**src/rtl/mips_bus_access_unit_if.sv**
```systemverilog
// Groups the core request/response and Avalon-style bus signals of mips_bus_access_unit into one bundle.
// Ports, core side: req_valid/req_ready/req_write/req_size/req_signed/req_addr/req_wdata in; rsp_valid/rsp_err/rsp_data/busy out.
// Ports, bus side: address/read/write/byteenable/writedata out; waitrequest/readdata in.
// modport master: the access unit. It masters the memory bus and answers the core.
// modport slave:  the environment. The core issues requests and the memory fabric stalls or returns data.
interface mips_bus_access_unit_if #(
  parameter int ADDR_W = 32
);
  // core request
  logic              req_valid;
  logic              req_ready;
  logic              req_write;
  logic [1:0]        req_size;
  logic              req_signed;
  logic [ADDR_W-1:0] req_addr;
  logic [31:0]       req_wdata;
  // core response
  logic              rsp_valid;
  logic              rsp_err;
  logic [31:0]       rsp_data;
  logic              busy;
  // memory bus
  logic [ADDR_W-1:0] address;
  logic              read;
  logic              write;
  logic [3:0]        byteenable;
  logic [31:0]       writedata;
  logic              waitrequest;
  logic [31:0]       readdata;

  modport master (
    input  req_valid, req_write, req_size, req_signed, req_addr, req_wdata,
    output req_ready,
    output rsp_valid, rsp_err, rsp_data, busy,
    output address, read, write, byteenable, writedata,
    input  waitrequest, readdata
  );

  modport slave (
    output req_valid, req_write, req_size, req_signed, req_addr, req_wdata,
    input  req_ready,
    input  rsp_valid, rsp_err, rsp_data, busy,
    input  address, read, write, byteenable, writedata,
    output waitrequest, readdata
  );
endinterface

```
**src/rtl/mips_bus_access_unit.sv**
```systemverilog
// Load/store access unit between a multi-cycle MIPS core and an Avalon-style memory bus.
// Latency: request accepted at cycle N, read/write at N+1, rsp_valid at N+2; each waitrequest cycle adds one.
// Backpressure: one access at a time, req_ready only in IDLE; the bus stalls via waitrequest, with an optional timeout abort.
// Ports: clk, reset (synchronous, active-low), bus (mips_bus_access_unit_if.master: core request/response + memory bus).
module mips_bus_access_unit #(
  parameter int ADDR_W     = 32,
  parameter int TIMEOUT    = 0,
  parameter bit BIG_ENDIAN = 1'b0
) (
  input  logic                   clk,
  input  logic                   reset,
  mips_bus_access_unit_if.master bus
);

  // The counter only has to reach TIMEOUT. Because it then leaves BUS, it never wraps.
  localparam int CNT_W = (TIMEOUT > 0) ? $clog2(TIMEOUT + 1) : 1;
  localparam logic [CNT_W-1:0] TO_VAL = CNT_W'(TIMEOUT);

  typedef enum logic [1:0] {
    S_IDLE = 2'd0,
    S_BUS  = 2'd1,
    S_ERR  = 2'd2,
    S_RESP = 2'd3
  } state_t;

  state_t state, state_nxt;

  // Latched request and bus-phase state
  logic              wr_q;
  logic              signed_q;
  logic [1:0]        size_q;
  logic [1:0]        lane_q;
  logic [ADDR_W-3:0] addr_q;
  logic [3:0]        be_q;
  logic [31:0]       wdata_q;
  logic [31:0]       rdata_q;
  logic              err_q;
  logic [CNT_W-1:0]  cnt_q;

  // Request decode
  logic              accept;
  logic              req_bad;
  logic [1:0]        req_lane;
  logic [3:0]        req_be;
  logic [31:0]       req_wd;

  // Bus-phase helpers
  logic              timed_out;
  logic [31:0]       lane_data;
  logic [31:0]       load_ext;

  assign accept = (state == S_IDLE) && bus.req_valid && reset;

  // A timeout is reached only after TIMEOUT stalled cycles with the strobe high.
  // In that cycle the strobe is already dropped, so no transfer can complete.
  assign timed_out = (TIMEOUT != 0) && (cnt_q == TO_VAL);

  // Lane, byteenable and replicated write data for the incoming request.
  // For big-endian mode, the lane is mirrored. A half can only start at byte 0 or 2,
  // so (2 - addr) selects the upper or lower pair. Misaligned halves are trapped anyway.
  always_comb begin
    req_lane = 2'b00;
    req_be   = 4'b1111;
    req_wd   = bus.req_wdata;
    req_bad  = 1'b0;
    case (bus.req_size)
      2'b00: begin
        req_lane = BIG_ENDIAN ? (2'd3 - bus.req_addr[1:0]) : bus.req_addr[1:0];
        req_be   = 4'b0001 << req_lane;
        req_wd   = {4{bus.req_wdata[7:0]}};
      end
      2'b01: begin
        req_lane = BIG_ENDIAN ? (2'd2 - bus.req_addr[1:0]) : bus.req_addr[1:0];
        req_be   = 4'b0011 << req_lane;
        req_wd   = {2{bus.req_wdata[15:0]}};
        req_bad  = bus.req_addr[0];
      end
      2'b10: begin
        req_bad  = (bus.req_addr[1:0] != 2'b00);
      end
      default: begin
        req_bad  = 1'b1;
      end
    endcase
  end

  // Load extraction.
  // Words always use lane 0, so the shifted value is readdata unchanged.
  always_comb begin
    lane_data = bus.readdata >> {lane_q, 3'b000};
    case (size_q)
      2'b00:   load_ext = {{24{signed_q & lane_data[7]}}, lane_data[7:0]};
      2'b01:   load_ext = {{16{signed_q & lane_data[15]}}, lane_data[15:0]};
      default: load_ext = lane_data;
    endcase
  end

  // FSM state register
  always_ff @(posedge clk) begin
    if (!reset) begin
      state <= S_IDLE;
    end else begin
      state <= state_nxt;
    end
  end

  // FSM next state and handshake/strobe outputs
  always_comb begin
    state_nxt     = state;
    bus.req_ready = 1'b0;
    bus.read      = 1'b0;
    bus.write     = 1'b0;
    bus.rsp_valid = 1'b0;
    bus.rsp_err   = 1'b0;
    bus.busy      = 1'b1;
    case (state)
      S_IDLE: begin
        bus.busy      = 1'b0;
        bus.req_ready = reset;
        if (accept) begin
          state_nxt = req_bad ? S_ERR : S_BUS;
        end
      end
      S_BUS: begin
        if (timed_out) begin
          state_nxt = S_RESP;
        end else begin
          bus.read  = ~wr_q;
          bus.write = wr_q;
          if (!bus.waitrequest) begin
            state_nxt = S_RESP;
          end
        end
      end
      S_ERR: begin
        state_nxt = S_RESP;
      end
      S_RESP: begin
        bus.rsp_valid = 1'b1;
        bus.rsp_err   = err_q;
        state_nxt     = S_IDLE;
      end
      default: begin
        state_nxt = S_IDLE;
      end
    endcase
  end

  // Request latch, read capture, error flag and stall counter
  always_ff @(posedge clk) begin
    if (!reset) begin
      wr_q     <= 1'b0;
      signed_q <= 1'b0;
      size_q   <= 2'b00;
      lane_q   <= 2'b00;
      addr_q   <= '0;
      be_q     <= 4'b0000;
      wdata_q  <= 32'h0;
      rdata_q  <= 32'h0;
      err_q    <= 1'b0;
      cnt_q    <= '0;
    end else begin
      if (accept) begin
        wr_q     <= bus.req_write;
        signed_q <= bus.req_signed;
        size_q   <= bus.req_size;
        lane_q   <= req_lane;
        addr_q   <= bus.req_addr[ADDR_W-1:2];
        be_q     <= req_be;
        wdata_q  <= req_wd;
        rdata_q  <= 32'h0;
        err_q    <= req_bad;
        cnt_q    <= '0;
      end
      if (state == S_BUS) begin
        if (timed_out) begin
          err_q <= 1'b1;
        end else if (bus.waitrequest) begin
          if (TIMEOUT != 0) begin
            cnt_q <= cnt_q + CNT_W'(1);
          end
        end else if (!wr_q) begin
          rdata_q <= load_ext;
        end
      end
      if (state == S_RESP) begin
        cnt_q <= '0;
      end
    end
  end

  // Bus address, lanes and data come from registers, so they stay stable for the whole stall.
  assign bus.address    = {addr_q, 2'b00};
  assign bus.byteenable = be_q;
  assign bus.writedata  = wdata_q;
  assign bus.rsp_data   = rdata_q;

endmodule
```
**src/flat_wrapper.sv**
```systemverilog
// flat-port wrapper written by rule: the top's interface ports become plain ports
module mips_bus_access_unit_flat 
#(
  parameter int ADDR_W     = 32,
  parameter int TIMEOUT    = 0,
  parameter bit BIG_ENDIAN = 1'b0
)
  (clk, reset, bus_req_valid, bus_req_write, bus_req_size, bus_req_signed, bus_req_addr, bus_req_wdata, bus_req_ready, bus_rsp_valid, bus_rsp_err, bus_rsp_data, bus_busy, bus_address, bus_read, bus_write, bus_byteenable, bus_writedata, bus_waitrequest, bus_readdata);
  mips_bus_access_unit_if #(.ADDR_W(ADDR_W)) bus_i ();
  input  logic clk;
  input  logic reset;
  input wire logic [$bits(bus_i.req_valid)-1:0] bus_req_valid;
  input wire logic [$bits(bus_i.req_write)-1:0] bus_req_write;
  input wire logic [$bits(bus_i.req_size)-1:0] bus_req_size;
  input wire logic [$bits(bus_i.req_signed)-1:0] bus_req_signed;
  input wire logic [$bits(bus_i.req_addr)-1:0] bus_req_addr;
  input wire logic [$bits(bus_i.req_wdata)-1:0] bus_req_wdata;
  output wire logic [$bits(bus_i.req_ready)-1:0] bus_req_ready;
  output wire logic [$bits(bus_i.rsp_valid)-1:0] bus_rsp_valid;
  output wire logic [$bits(bus_i.rsp_err)-1:0] bus_rsp_err;
  output wire logic [$bits(bus_i.rsp_data)-1:0] bus_rsp_data;
  output wire logic [$bits(bus_i.busy)-1:0] bus_busy;
  output wire logic [$bits(bus_i.address)-1:0] bus_address;
  output wire logic [$bits(bus_i.read)-1:0] bus_read;
  output wire logic [$bits(bus_i.write)-1:0] bus_write;
  output wire logic [$bits(bus_i.byteenable)-1:0] bus_byteenable;
  output wire logic [$bits(bus_i.writedata)-1:0] bus_writedata;
  input wire logic [$bits(bus_i.waitrequest)-1:0] bus_waitrequest;
  input wire logic [$bits(bus_i.readdata)-1:0] bus_readdata;
  assign bus_i.req_valid = bus_req_valid;
  assign bus_i.req_write = bus_req_write;
  assign bus_i.req_size = bus_req_size;
  assign bus_i.req_signed = bus_req_signed;
  assign bus_i.req_addr = bus_req_addr;
  assign bus_i.req_wdata = bus_req_wdata;
  assign bus_req_ready = bus_i.req_ready;
  assign bus_rsp_valid = bus_i.rsp_valid;
  assign bus_rsp_err = bus_i.rsp_err;
  assign bus_rsp_data = bus_i.rsp_data;
  assign bus_busy = bus_i.busy;
  assign bus_address = bus_i.address;
  assign bus_read = bus_i.read;
  assign bus_write = bus_i.write;
  assign bus_byteenable = bus_i.byteenable;
  assign bus_writedata = bus_i.writedata;
  assign bus_i.waitrequest = bus_waitrequest;
  assign bus_i.readdata = bus_readdata;
  mips_bus_access_unit #(.ADDR_W(ADDR_W), .TIMEOUT(TIMEOUT), .BIG_ENDIAN(BIG_ENDIAN)) u_core (.clk(clk), .reset(reset), .bus(bus_i));
endmodule
```
**config.mk**
```make
export PLATFORM = sky130hd
export DESIGN_NAME = mips_bus_access_unit_flat
export DESIGN_NICKNAME = d
export VERILOG_FILES = /design/src/rtl/mips_bus_access_unit_if.sv /design/src/rtl/mips_bus_access_unit.sv /design/src/flat_wrapper.sv
export SDC_FILE = /design/constraint.sdc
export NUM_CORES = 1
export LEC_CHECK = 0
export ABC_AREA = 1
export CORE_MARGIN = 3
export CORE_UTILIZATION = 38
export CTS_CLUSTER_SIZE = 8
export DETAILED_ROUTE_END_ITERATION = 10
export GPL_ROUTABILITY_DRIVEN = 0
export PLACE_DENSITY_LB_ADDON = 0.08
export RECOVER_POWER = 25
export SYNTH_ARGS = -nofsm -noshare
export SYNTH_HDL_FRONTEND = slang
export SYNTH_SLANG_ARGS = --single-unit
export TNS_END_PERCENT = 10
```
**constraint.sdc**
```tcl
create_clock -name clk -period 1.7 [get_ports clk]
set_input_delay 0.34 -clock clk [delete_from_list [all_inputs] [get_ports clk]]
set_output_delay 0.34 -clock clk [all_outputs]
set_load 0.01 [all_outputs]
```
=== Word-level counts from Yosys, hierarchy flattened ===
Index checks and enable logic that the tools add are counted.

* Register bits after elaboration: 107
* Input bits: 104
* Output and inout port bits: 106

* Equal/unequal tests: 8
* Shifts and indexed selects: 3
* Mux-type cells: 19
* Bitwise operators: 3
* Reductions and logical operators: 8

{| class="wikitable"
|+ Operator list
! cell !! count
|-
| $mux 32 || 4
|-
| $pmux 32 s2 || 2
|-
| $shr 32x5->32 || 1
|-
| $mux 2 || 4
|-
| $pmux 2 s4 || 1
|-
| $pmux 4 s2 || 1
|-
| $eq 2x1->1 const B || 3
|-
| $eq 2x2->1 const B || 3
|-
| $logic_not 2->1 || 3
|-
| $mux 1 || 6
|-
| $shl 1x2->4 const A || 1
|-
| $shl 2x2->4 const A || 1
|-
| $pmux 1 s3 || 1
|-
| $and 1x1->1 || 2
|-
| $logic_and 1x1->1 || 2
|-
| $ne 2x1->1 const B || 1
|-
| $ne 2x2->1 const B || 1
|-
| $reduce_and 2->1 || 1
|-
| $reduce_bool 2->1 || 1
|-
| $reduce_or 2->1 || 1
|-
| $not 1->1 || 1
|}

=== Longest topological paths before layout ===
Gate-level depths: netlist (run 1).

* Depth after elaboration: 7
* Mapped depth: 10

=== Least setup slack after synthesis (run 1) ===
No wires, ideal clock.

* Kind: reg-to-reg
* Start: register u_core.state[0]
* End: register u_core.rdata_q[12] (netlist: u_core.bus.rsp_data[12])
* Library setup time: 0.056 ns
* Data arrival time: 1.480 ns
* Path slack: 0.164 ns
* Stages on the path, launching flop included: 11
* Path buffers: 1
* Path through: dfxtp_1 > inv_1 > ha_1 > nand2_2 > nor2_4 > inv_2 > clkbuf_1 > nand2_1 > a21oi_1 > nand2_1 > inv_1

* Word-level cells in the longest chain between the ends: 7

{| class="wikitable"
|+ Ends and longest elaborated chain
! what !! RTL line !! RTL
|-
| start: declaration || mips_bus_access_unit.sv:26 || <nowiki>state_t state, state_nxt;</nowiki>
|-
| start signal: assignment || mips_bus_access_unit.sv:103 || <nowiki>state <= state_nxt;</nowiki>
|-
| $logic_not 2->1 || mips_bus_access_unit.sv:52 || <nowiki>assign accept = (state == S_IDLE) && bus.req_valid && reset;</nowiki>
|-
| $logic_and 1x1->1 (2 in series) || mips_bus_access_unit.sv:52 ||
|-
| $mux 32 || mips_bus_access_unit.sv:163 || <nowiki>if (accept) begin</nowiki>
|-
| $mux 32 || mips_bus_access_unit.sv:182 || <nowiki>end else if (!wr_q) begin</nowiki>
|-
| $mux 32 || mips_bus_access_unit.sv:178 || <nowiki>end else if (bus.waitrequest) begin</nowiki>
|-
| $mux 32 * || mips_bus_access_unit.sv:175 || <nowiki>if (state == S_BUS) begin</nowiki>
|-
| end signal: assignment || mips_bus_access_unit.sv:183 || <nowiki>rdata_q <= load_ext;</nowiki>
|-
| end: declaration || mips_bus_access_unit.sv:36 || <nowiki>logic [31:0] rdata_q;</nowiki>
|}

Mark *: on every way between the ends. The rest lies on a longest branch, timed or not.
A chain may end at the register's enable or synchronous reset.

=== Worst setup path in the final report (run 1) ===
* Start: register u_core.state[0]
* End: output bus_req_ready

* Word-level cells in the longest chain between the ends: 2

{| class="wikitable"
|+ Ends and longest elaborated chain
! what !! RTL line !! RTL
|-
| $logic_not 2->1 || mips_bus_access_unit.sv:116 || <nowiki>case (state)</nowiki>
|-
| $mux 1 || mips_bus_access_unit.sv:116 ||
|-
| end: declaration || flat_wrapper.sv:18 || <nowiki>output wire logic [$bits(bus_i.req_ready)-1:0] bus_req_ready;</nowiki>
|}

Every way passes these cells.

==> reports/qor.yml, run 1 <==
placed_design:
  portBuffers: 207
  dp_hpwl_mm: 12.17
synth:
  synth.ff_latch_count: 107
  yosysWarningCount: 0
  synth_cell_type_count: 26
  seq_area_frac_synth_pct: 42.56
  synth_cells: 773
  synth_top_area_cell: "dfxtp_1"
  synth.avg_cell_area_um2: 6.512
  synth_area_mm2: 0.005034
  post_synth_main_area_contributors: "dfxtp_1 43%, nand2_1 23%, nand3_1 8.5%"
  synth_top_area_share_pct: 42.56
finish:
  finalNetCount: 1089
  drive_gt1_share_pct: 7.505
  num_antenna_cells: 0
  area_delta_synth_final_pct: 53.91
clock_network:
  cts-root-buf: "clkbuf_16"
  post_cts_buffers: 0
  h-tree-depth: 3
  cts.sinks: 107
  postCtsHoldBufs: 0
  cts_tree: "done"
  cts.clk_slew.worst_paths_ps: 70
  insertion_delay_ps: 350
  cts_buffer_depth: 2
  tritoncts.num_buffers: 9
die:
  initial_utilization_pct: 39.41
  num_rows: 41
  dieArea_mm2: 0.01466
  pin_count: 210
  core_region_area_mm2: 0.01277
  die_width_um: 121.1
  die_height_um: 121.1
sta:
  tns_ps: 0
  worst_pin_slew_ps: 569.2
  fin_crit_sh_pct: 98.15
  slew_viol_final: 0
  relSlewSlack_pct: 62.06
  timing.fmax_ghz: 0.5993
  rsz0062_at_grt: "true"
  setup_viol: 0
  hold_viol: 0
  skew_ps: 8.122
  period_needed_ps: 1669
  whs_ps: 462.9
worst_setup_path:
  cp-start-kind: "flop"
  worst_ep_required_time_ps: 1360
  crit_slowest_cell: "dfxtp_2"
  cp-end-kind: "output pin"
  cpMostUsedCell: "inv_1"
  crit_type: "flop to output pin"
  crit_arrival_ps: 1330
  worstReg2RegStart: "u_core.state[1]"
  path_cells: "inv_1, ha_4, nand2_1, inv_1, clkdlybuf4s15_1"
  crit_start: "u_core.state[0]"
  worstPathMaxFanout: 4
  critPathMaxStageDelay_ps: 390
grt:
  grt_util_all_layers_pct: 21.64
  antenna_found_initial: 0
  grt_pass1_vias: 5568
  grt_max_degree: 53
  grt_pass1_wl_mm: 25.67
  grt_overflow: 0
worst_hold_path:
  hold_class: "flop to flop"
  hold_start: "u_core.bus.writedata[7]"
power_and_ir_drop:
  p_per_area_mw_per_mm2: 1070
  p_leak_nw: 3.540
  ir_drop_uv: 564.9
detailed_routing:
  drt_iter0_drc: 382
  dr.pass1.iters: 5
  final_antenna_net_count: 0
  via_per_inst: 4.930
  wl_mm: 16.17
  wl_per_cell_um: 13.96
  drc_errors: 0
  vias: 5709
status:
  status: "completed"
run:
  drv_cap: 0
==> repair_timing <==
item / 4_1_cts / 5_1_grt
resized for setup: 16 / 8
endpoints found under the hold margin: 0 / 0
setup endpoints to repair: 6 / 29
==> Yosys cell counts (all sizes together) <==
library cell / n
nand3: 86
o21ai: 43
ha: 4
nor3: 2
nor2: 26
inv: 62
buf: 22
nand2: 314
o211ai: 2
a21oi: 67
conb: 1
a211oi: 1
dfxtp: 107
a31oi: 8
nor3b: 1
clkbuf: 27
==> cell families (layout without fill, tap and decap cells) <==
family          Yosys count  in the layout  synth area share, %
compound gates          121            121                12.45
simple gates            429            429                34.83
other cells               1              2              0.07450
fa+ha+maj                 4              4               0.9943
buf+inv                 111            323                9.098
flops                   107            107                42.56
==> registers in the layout, summed over array words and instances (netlist names) <==
name / flops
u_core.err_q: 1
u_core.size_q: 2
u_core.bus.writedata: 32
u_core.addr_q: 30
u_core.lane_q: 2
u_core.signed_q: 1
u_core.state: 2
u_core.wr_q: 1
u_core.bus.byteenable: 4
u_core.bus.rsp_data: 32
==> critical path, delay by kind of cell, from the launching register on <==
family / cells / cell delay, ps
adder cells (fa/ha/maj): 1 / 180
buffers and inverters: 3 / 360
flip-flops: 1 / 390
AND/OR/NAND/NOR: 1 / 50
==> where the power goes <==
part           internal (mW)  switching [mW]
Sequential              2.92           0.239
Combinational           1.46            1.55
Clock                   1.19           0.931
==> metrics by stage <==
stage | power (mW) | instances | utilization, % | worst slack [ps] | instance area, µm²
4_1_cts | 8.341 | 1158 | 60.60 | -11.54 | 7741
2_1_floorplan | 4.657 | 774 | - | 163.8 | 5037
3_5_place_dp | 6.206 | 1142 | 58.16 | -182.3 | 7430
5_1_grt | 8.811 | 1158 | 60.65 | -43.18 | 7747
3_3_place_gp | 6.154 | 1142 | 58.16 | -112.2 | 7430
6_report | 8.286 | 1158 | 60.65 | 31.49 | 7747
==> per-layer routing <==
layer / global-route usage, % / routed length (µm)
met5: 0 / 0
met4: 10.55 / 602
met3: 5.548 / 1253
met2: 35.95 / 7571
met1: 25.98 / 6740
==> layout by cell type (no fill, tap or decap), types with 2 or more instances in the layout <==
cell             count
a21oi_1             66
a31oi_1              8
buf_12               4
buf_2                2
buf_4               34
clkbuf_16            9
clkbuf_2             2
clkdlybuf4s15_1      2
clkdlybuf4s50_1    200
clkinv_4             2
clkinvlp_4           2
conb_1               2
dfxtp_1            106
ha_1                 2
ha_4                 2
inv_1               55
inv_2                7
nand2_1            312
nand2_2              2
nand3_1             85
nor2_1              24
o211ai_1             2
o21ai_0             43
==> worst paths after layout <==
check | cells after the start | slack (ps) | endpoint
worst max-delay path | 5 | 30 | bus_req_ready
worst min-delay path | 2 | 460 | u_core.bus.writedata[7]
worst max register to register | 9 | 120 | u_core.bus.rsp_data[10]
worst min register to register | 2 | 460 | u_core.bus.writedata[7]
==> layout make-up <==
class | instances | area [µm²]
inverter | 62 | 232.7
clock buffer | 11 | 242.7
timing repair buffer | 245 | 2386
sequential | 107 | 2143
tap | 172 | 215.2
fill | 1166 | 5026
clock inverter | 5 | 62.56
multi-input combinational | 556 | 2465
(Power assumes the default switching activity.)
==> run 2: changes to the inputs <==
ABC_CLOCK_PERIOD_IN_PS = 1700   (was default)
GPL_TIMING_DRIVEN = 0   (was default)
==> run 2 against run 1 <==
Compared with the run above: final cell count rose by 1.3%; sequential share of layout area down 0.15 points; clock power is 13% higher; critical path depth up 5; core utilization increased by 0.37 points; register-to-register slack got worse by 70 ps; largest cell class unchanged; sequential power barely moved; highest routed layer unchanged.
==> reports/qor.yml, run 2 (synthesis gave the netlist of run 1 again) <==
die:
  dieArea_mm2: 0.01466
  die_width_um: 121.1
  pin_count: 210
  die_height_um: 121.1
  num_rows: 41
  initial_utilization_pct: 39.41
  core_region_area_mm2: 0.01277
grt:
  antenna_found_initial: 0
  grt_util_all_layers_pct: 22.94
  grt_overflow: 0
  grt_max_degree: 18
  grt_pass1_wl_mm: 26.58
  grt_pass1_vias: 5226
placed_design:
  dpl_cell_area_mm2: 0.007325
  dp_worst_setup_slack_ps: -1162
  dp_hpwl_mm: 12.88
  portBuffers: 207
finish:
  num_antenna_cells: 0
  area_delta_synth_final_pct: 54.86
  layout_commonest_cell: "nand2_1"
  finalNetCount: 1104
  finalInstanceArea_mm2: 0.007795
  mostFrequentLayoutCells: "311 x nand2_1, 200 x clkdlybuf4s50_1, 105 x dfxtp_1"
  drive_gt1_share_pct: 7.393
status:
  status: "completed"
worst_setup_path:
  worstPathMaxFanout: 10
  cpMostUsedCell: "inv_2"
  cp-start-kind: "flop"
  crit_arrival_ps: 1910
  path_cells: "inv_2, ha_4, inv_2, nor3_4, inv_2, buf_2, nor2_1, nand3_1, nand2_1, inv_1"
  worst_ep_required_time_ps: 1960
  critPathMaxStageDelay_ps: 330
  crit_type: "flop to flop"
  cp-end-kind: "flop"
  crit_slowest_cell: "dfxtp_2"
power_and_ir_drop:
  p_leak_nw: 3.545
  p_per_area_mw_per_mm2: 1104
  ir_drop_uv: 712.0
detailed_routing:
  final_antenna_net_count: 0
  drc_errors: 0
  via_per_inst: 4.787
  drt_iter0_drc: 314
  wl_per_cell_um: 14.47
  dr.pass1.iters: 5
  wl_mm: 16.98
  vias: 5615
clock_network:
  cts_buffer_depth: 2
  cts_tree: "done"
  h-tree-depth: 3
  postCtsHoldBufs: 0
  insertion_delay_ps: 350
  tritoncts.num_buffers: 9
  cts-root-buf: "clkbuf_16"
  cts.clk_slew.worst_paths_ps: 70
  cts.sinks: 107
sta:
  fin_ws_ps: 46.54
  rsz0062_at_grt: "true"
  worst_pin_slew_ps: 582.4
  whs_ps: 461.2
  fin_crit_sh_pct: 97.26
  slew_viol_final: 0
  period_needed_ps: 1653
  setup_viol: 0
  timing.fmax_ghz: 0.6048
  relSlewSlack_pct: 61.18
  tns_ps: 0
  skew_ps: 7.651
  hold_viol: 0
worst_hold_path:
  hold_class: "flop to flop"
run:
  drv_cap: 0
run 2: through the flow:
stage	cells	power, mW	utilization [%]
2_1_floorplan	774	4.657	-
3_3_place_gp	1153	6.137	57.34
3_5_place_dp	1153	6.149	57.34
4_1_cts	1172	8.604	60.57
5_1_grt	1173	9.126	61.02
6_report	1173	8.604	61.02
run 2: area by class of cell:
class,instances,area [µm²]
clock inverter,6,111.4
timing repair buffer,211,2091
tap,172,215.2
inverter,62,232.7
multi-input combinational,556,2499
fill,1245,4979
buffer,49,272.8
sequential,107,2145
clock buffer,10,229.0
run 2: per-layer routing:
metal	GRT usage (%)	up-vias	wire [µm]
met5	0	-	0
met4	9.632	0	542
met3	6.713	37	1376
met2	36.68	182	7776
met1	28.84	2492	7283
li1	-	2904	-
run 2: path summary, 6_finish.rpt:
kind / cells past startpoint / start / slack (ps) / end
setup / recovery: 10 / u_core.state[1] / 50 / u_core.bus.rsp_data[25]
hold / removal: 2 / u_core.bus.writedata[7] / 460 / u_core.bus.writedata[7]
setup reg to reg: 10 / u_core.state[1] / 50 / u_core.bus.rsp_data[25]
hold reg to reg: 2 / u_core.bus.writedata[7] / 460 / u_core.bus.writedata[7]
run 2: timing repair:
action                     in CTS  in global routing
resized for setup              39                 25
setup endpoints to repair     110                 85
buffers inserted                3                  1
pin swaps                       1                  1
run 2: critical path: cells and delay by family, from the launching register on:
family	cells	cell delay, ps
simple gates	4	590
fa+ha+maj	1	160
flops	1	330
buf+inv	5	480
run 2: power by group:
group          leakage [nW]  total [mW]  switching, mW  internal [mW]
clock network         0.163        2.40          0.958           1.44
logic                  2.51        3.06           1.63           1.44
registers             0.876        3.14          0.218           2.92
total                  3.54        8.60           2.80           5.80
